File: src/rtl/serial_loader_pkg.sv
// Shared definitions for the serial word loader: default word length,
// matching bit-counter width and the controller state encoding.
package serial_loader_pkg;

    localparam int WIDTH_DEFAULT = 16;
    localparam int CNT_W_DEFAULT = $clog2(WIDTH_DEFAULT);

    typedef enum logic [1:0] {
        IDLE  = 2'd0,
        SHIFT = 2'd1,
        DONE  = 2'd2
    } state_t;

endpackage

File: src/rtl/serial_loader.sv
// Serial word loader: accepts a parallel word with a direction request and
// streams it one bit per cycle into a downstream shift register, so that
// after WIDTH load cycles the downstream register holds the captured word.
module serial_loader
    import serial_loader_pkg::*;
#(
    parameter int WIDTH = WIDTH_DEFAULT
) (
    input  logic             clk,
    input  logic             reset,
    input  logic             in_valid,
    output logic             in_ready,
    input  logic [WIDTH-1:0] in_word,
    input  logic             in_dir,
    output logic             data,
    output logic             load,
    output logic             direction,
    output logic             done
);

    // Counter width follows WIDTH; a 1-bit word still needs a 1-bit counter.
    localparam int CNT_W = (WIDTH > 1) ? $clog2(WIDTH) : 1;
    localparam logic [CNT_W-1:0] LAST_BIT = CNT_W'(WIDTH - 1);

    state_t           state_reg, state_next;
    logic [CNT_W-1:0] cnt_reg, cnt_next;
    logic [WIDTH-1:0] word_reg, word_next;
    logic             dir_reg, dir_next;
    logic [CNT_W-1:0] bit_idx;

    // State, counter and captured word/direction registers.
    always_ff @(posedge clk) begin
        if (reset) begin
            state_reg <= IDLE;
            cnt_reg   <= '0;
            word_reg  <= '0;
            dir_reg   <= 1'b0;
        end else begin
            state_reg <= state_next;
            cnt_reg   <= cnt_next;
            word_reg  <= word_next;
            dir_reg   <= dir_next;
        end
    end

    // Next-state logic: capture only in IDLE, walk the counter in SHIFT,
    // and leave SHIFT on the last bit instead of letting the counter wrap.
    always_comb begin
        state_next = state_reg;
        cnt_next   = cnt_reg;
        word_next  = word_reg;
        dir_next   = dir_reg;
        case (state_reg)
            IDLE: begin
                if (in_valid) begin
                    word_next  = in_word;
                    dir_next   = in_dir;
                    cnt_next   = '0;
                    state_next = SHIFT;
                end
            end
            SHIFT: begin
                if (cnt_reg == LAST_BIT) begin
                    state_next = DONE;
                end else begin
                    cnt_next = cnt_reg + 1'b1;
                end
            end
            DONE: begin
                state_next = IDLE;
            end
            default: begin
                state_next = IDLE;
            end
        endcase
    end

    // Moore outputs: the serial bit is picked by index from the held word
    // (LSB first for right shifts, MSB first for left shifts).
    always_comb begin
        in_ready = 1'b0;
        load     = 1'b0;
        done     = 1'b0;
        data     = 1'b0;
        bit_idx  = dir_reg ? (LAST_BIT - cnt_reg) : cnt_reg;
        case (state_reg)
            IDLE: begin
                in_ready = 1'b1;
            end
            SHIFT: begin
                load = 1'b1;
                data = word_reg[bit_idx];
            end
            DONE: begin
                done = 1'b1;
            end
            default: begin
                in_ready = 1'b0;
            end
        endcase
    end

    // Direction select follows the captured request and holds between words.
    assign direction = dir_reg;

endmodule

File: config.mk
export PLATFORM = sky130hd
export DESIGN_NAME = serial_loader
export DESIGN_NICKNAME = d
export VERILOG_FILES = /design/src/rtl/serial_loader_pkg.sv /design/src/rtl/serial_loader.sv
export SDC_FILE = /design/constraint.sdc
export NUM_CORES = 1
export LEC_CHECK = 0
export ABC_AREA = 0
export BUFFER_PORTS_ARGS = -buffer_cell sky130_fd_sc_hd__buf_2
export CORE_ASPECT_RATIO = 1.2
export CORE_UTILIZATION = 50
export DETAILED_ROUTE_END_ITERATION = 8
export PLACE_DENSITY = 0.74
export SLEW_MARGIN = 20
export SYNTH_ARGS = -nofsm -noshare
export SYNTH_HDL_FRONTEND = slang
export SYNTH_SLANG_ARGS = --single-unit
File: constraint.sdc
create_clock -name clk -period 3.8 [get_ports clk]
set_input_delay 0 -clock clk [delete_from_list [all_inputs] [get_ports clk]]
set_output_delay 0 -clock clk [all_outputs]
set_load 0.01 [all_outputs]
==> results.tsv <==
stage	metric	value	unit
run_status	status	complete, no violations	
layout	nets	209	
place	pre_cts_slack	1.63	ns
floorplan	die_area	2570	um^2
clock_tree	cts_setup_buffers	0	
worst_setup_path	end_kind	output pin	
layout	largest_register_ffs	16	
detailed_routing	drc_errors	0	
floorplan	die_h	55.3	um
layout	final_layout_size_suffix_gt1_frac	0.155	
detailed_routing	vias	1174	
layout	antenna_cells	0	
worst_setup_path	crit_type	flip-flop to output pin	
clock_tree	path_clk_slew	0.13	ns
synthesis	ys_types	32	
synthesis	synthAdderAreaFrac	0.0106	
clock_tree	htreeDepth	1	
detailed_routing	wl	2740	um
global_route	grt_antenna_before_repair	0	
run	cap_violations	0	
clock_tree	clockBufferDepth	2	
worst_setup_path	cp_slowest_cell	dfxtp_1	
timing	post-route-worst-setup-slack	1.21	ns
layout	final_common_cell	nand2_1	
place	port_buffers	24	
synthesis	synth_top_area_share	0.389	
power_and_ir_drop	leakage	0.580	nW
clock_tree	clock_sinks	23	
floorplan	core_area	2140	um^2
place	dp_hpwl	1800	um
clock_tree	cts-resized-gates	0	
synthesis	synth-seq-cells	23	
synthesis	synth_area_per_cell	7.80	um^2
timing	finalClockSkew	0.00165	ns
synthesis	synth_area_leader_cell	dfxtp_1	
worst_setup_path	max_stage_delay	0.95	ns
global_route	grt_pass1_vias	1146	
floorplan	die_width	46.4	um
global_route	track_usage	0.242	
floorplan	ioPinCount	25	
worst_setup_path	start_kind	flip-flop	
worst_setup_path	crit_arrival	2.59	ns
worst_setup_path	worst_ep_required_time	3.80	ns
power_and_ir_drop	p_per_area	316	nW/um^2
clock_tree	root_buffer	clkbuf_4	
clock_tree	cts_tree	built	
worst_setup_path	worstPathMaxFanout	21	
timing	rsz0062_at_grt	no	
synthesis	synth_compound_area_frac	0.193	
power_and_ir_drop	vdd_drop_max	0.000318	V
synthesis	yosysSeqAreaShare	0.389	
detailed_routing	viasPerCell	5.41	
synthesis	synth_top_family_by_area	simple AND/OR/NAND/NOR gates	
timing	setup_tns	0	ns
floorplan	start_util	0.554	
worst_setup_path	worst_r2r_path_depth	6	
detailed_routing	first_pass_iters	4	
synthesis	syn-num-nets	173	
synthesis	netlist_instances	152	
detailed_routing	drt_iter0_drc	44	
clock_tree	insertion_delay	0.32	ns
timing	worstMarginPinSlew	0.926	ns
floorplan	std_cell_rows	18	
global_route	overflow	0	
clock_tree	cts_buffers	3	
timing	period_share	0.681	
layout	syn_to_final_growth	25.7	%
timing	setup_viol	0	
timing	maxSlewHeadroom	0.382	
detailed_routing	ant_nets	0	
timing	fmax	387	MHz
synthesis	yosys.area_share.simple	0.234	
synthesis	synthXorXnorAreaFrac	0.0222	
clock_tree	hold_buffers	17	
power_and_ir_drop	p_total	0.000471	W
timing	hold_viol	0	
synthesis	synth_area	1180	um^2
place	gp_congestion	0.849	
worst_setup_path	crit_path_cell_trace	or2b_1, o21ai_0, a222oi_1, a2111oi_1, a31o_1, buf_2	
synthesis	muxShareOfSynthArea	0.101	
layout	final_cell_mix	39 x nand2_1, 24 x buf_2, 23 x dfxtp_1	
global_route	grt_pass1_wl	4700	um
detailed_routing	post_drt_wl_per_cell	12.6	um
global_route	grt_max_degree	24	
hold_path	hp-class	input port to flip-flop	
synthesis	synthTopCellsByArea	dfxtp_1 39%, nand2_1 12%, mux2i_1 10%, a21oi_1 8.9%, nor2_1 2.2%	
timing	drv_slew	0	
hold_path	min_path_cells	2	
synthesis	ys_warn_count	0	
timing	post-route-min-period	2.59	ns
layout	fillCellCount	185	
kinds of logic (layout without fill, tap and decap cells):
family,after synthesis,after routing
compound gates,38,38
xor+xnor,3,3
fa+ha+maj,1,1
buf+inv,12,47
flops,23,23
mux,12,12
simple gates,63,63
final timing paths:
check / from / to / slack, ns
setup reg to reg: cnt_reg[0] / cnt_reg[1] / 1.73
setup / recovery: cnt_reg[0] / data / 1.21
hold reg to reg: word_reg[12] / word_reg[12] / 0.47
hold / removal: reset / cnt_reg[0] / 0.09
through the flow:
stage / instances / hold slack [ns] / utilization / area (um^2)
after detailed placement: 196 / 0.245 / 0.604 / 1290
after global routing: 217 / 0.117 / 0.696 / 1490
after floorplan: 152 / 0.0784 / - / 1180
after global placement: 196 / 0.240 / 0.604 / 1290
final: 217 / 0.0921 / 0.696 / 1490
after CTS: 217 / 0.0847 / 0.696 / 1490
layout make-up:
type | count | area (um^2) | share of cell area
multi-input cells | 117 | 666 | 0.447
flip-flops and latches | 23 | 460 | 0.309
repair buffers | 41 | 290 | 0.195
well taps | 30 | 37.5 | 0.0252
clock buffers | 3 | 22.5 | 0.0151
inverters | 2 | 7.51 | 0.00504
clock inverters | 1 | 5.00 | 0.00336
worst max-delay path, delay by kind of cell, from the launching register on:
kind	cells	cell delay [ns]
compound gates	4	0.89
buf+inv	1	0.12
flops	1	0.95
simple gates	1	0.31
metal layers:
| layer | vias up | track usage | wire length, um |
|---|---|---|---|
| met4 | 0 | 0.0924 | 38 |
| li1 | 596 | - | - |
| met5 | - | 0 | 0 |
| met3 | 5 | 0.0392 | 93 |
| met1 | 541 | 0.282 | 1150 |
| met2 | 32 | 0.415 | 1460 |
synth_stat cells, drive strengths merged:
master	number
o211ai	3
nand3b	1
inv	2
or2b	1
o22ai	3
a31o	1
nor2b	2
nand4	1
and2	2
mux2i	12
a2111oi	1
dfxtp	23
o21bai	1
clkbuf	6
nand2	39
or2	1
ha	1
nand2b	3
xnor2	1
nor3	3
o21ai	5
or3b	1
a21oi	21
buf	4
a21o	1
nor2	7
nand3	2
xor2	2
a222oi	2
power by group:
group / total (W) / internal (W) / switching [W] / leakage, nW
logic: 0.0000843 / 0.0000434 / 0.0000408 / 0.374
clock network: 0.000116 / 0.0000394 / 0.0000762 / 0.0177
registers: 0.000271 / 0.000254 / 0.0000168 / 0.188
total: 0.000471 / 0.000337 / 0.000134 / 0.580
No activity file was read; power rests on OpenSTA's default activity.
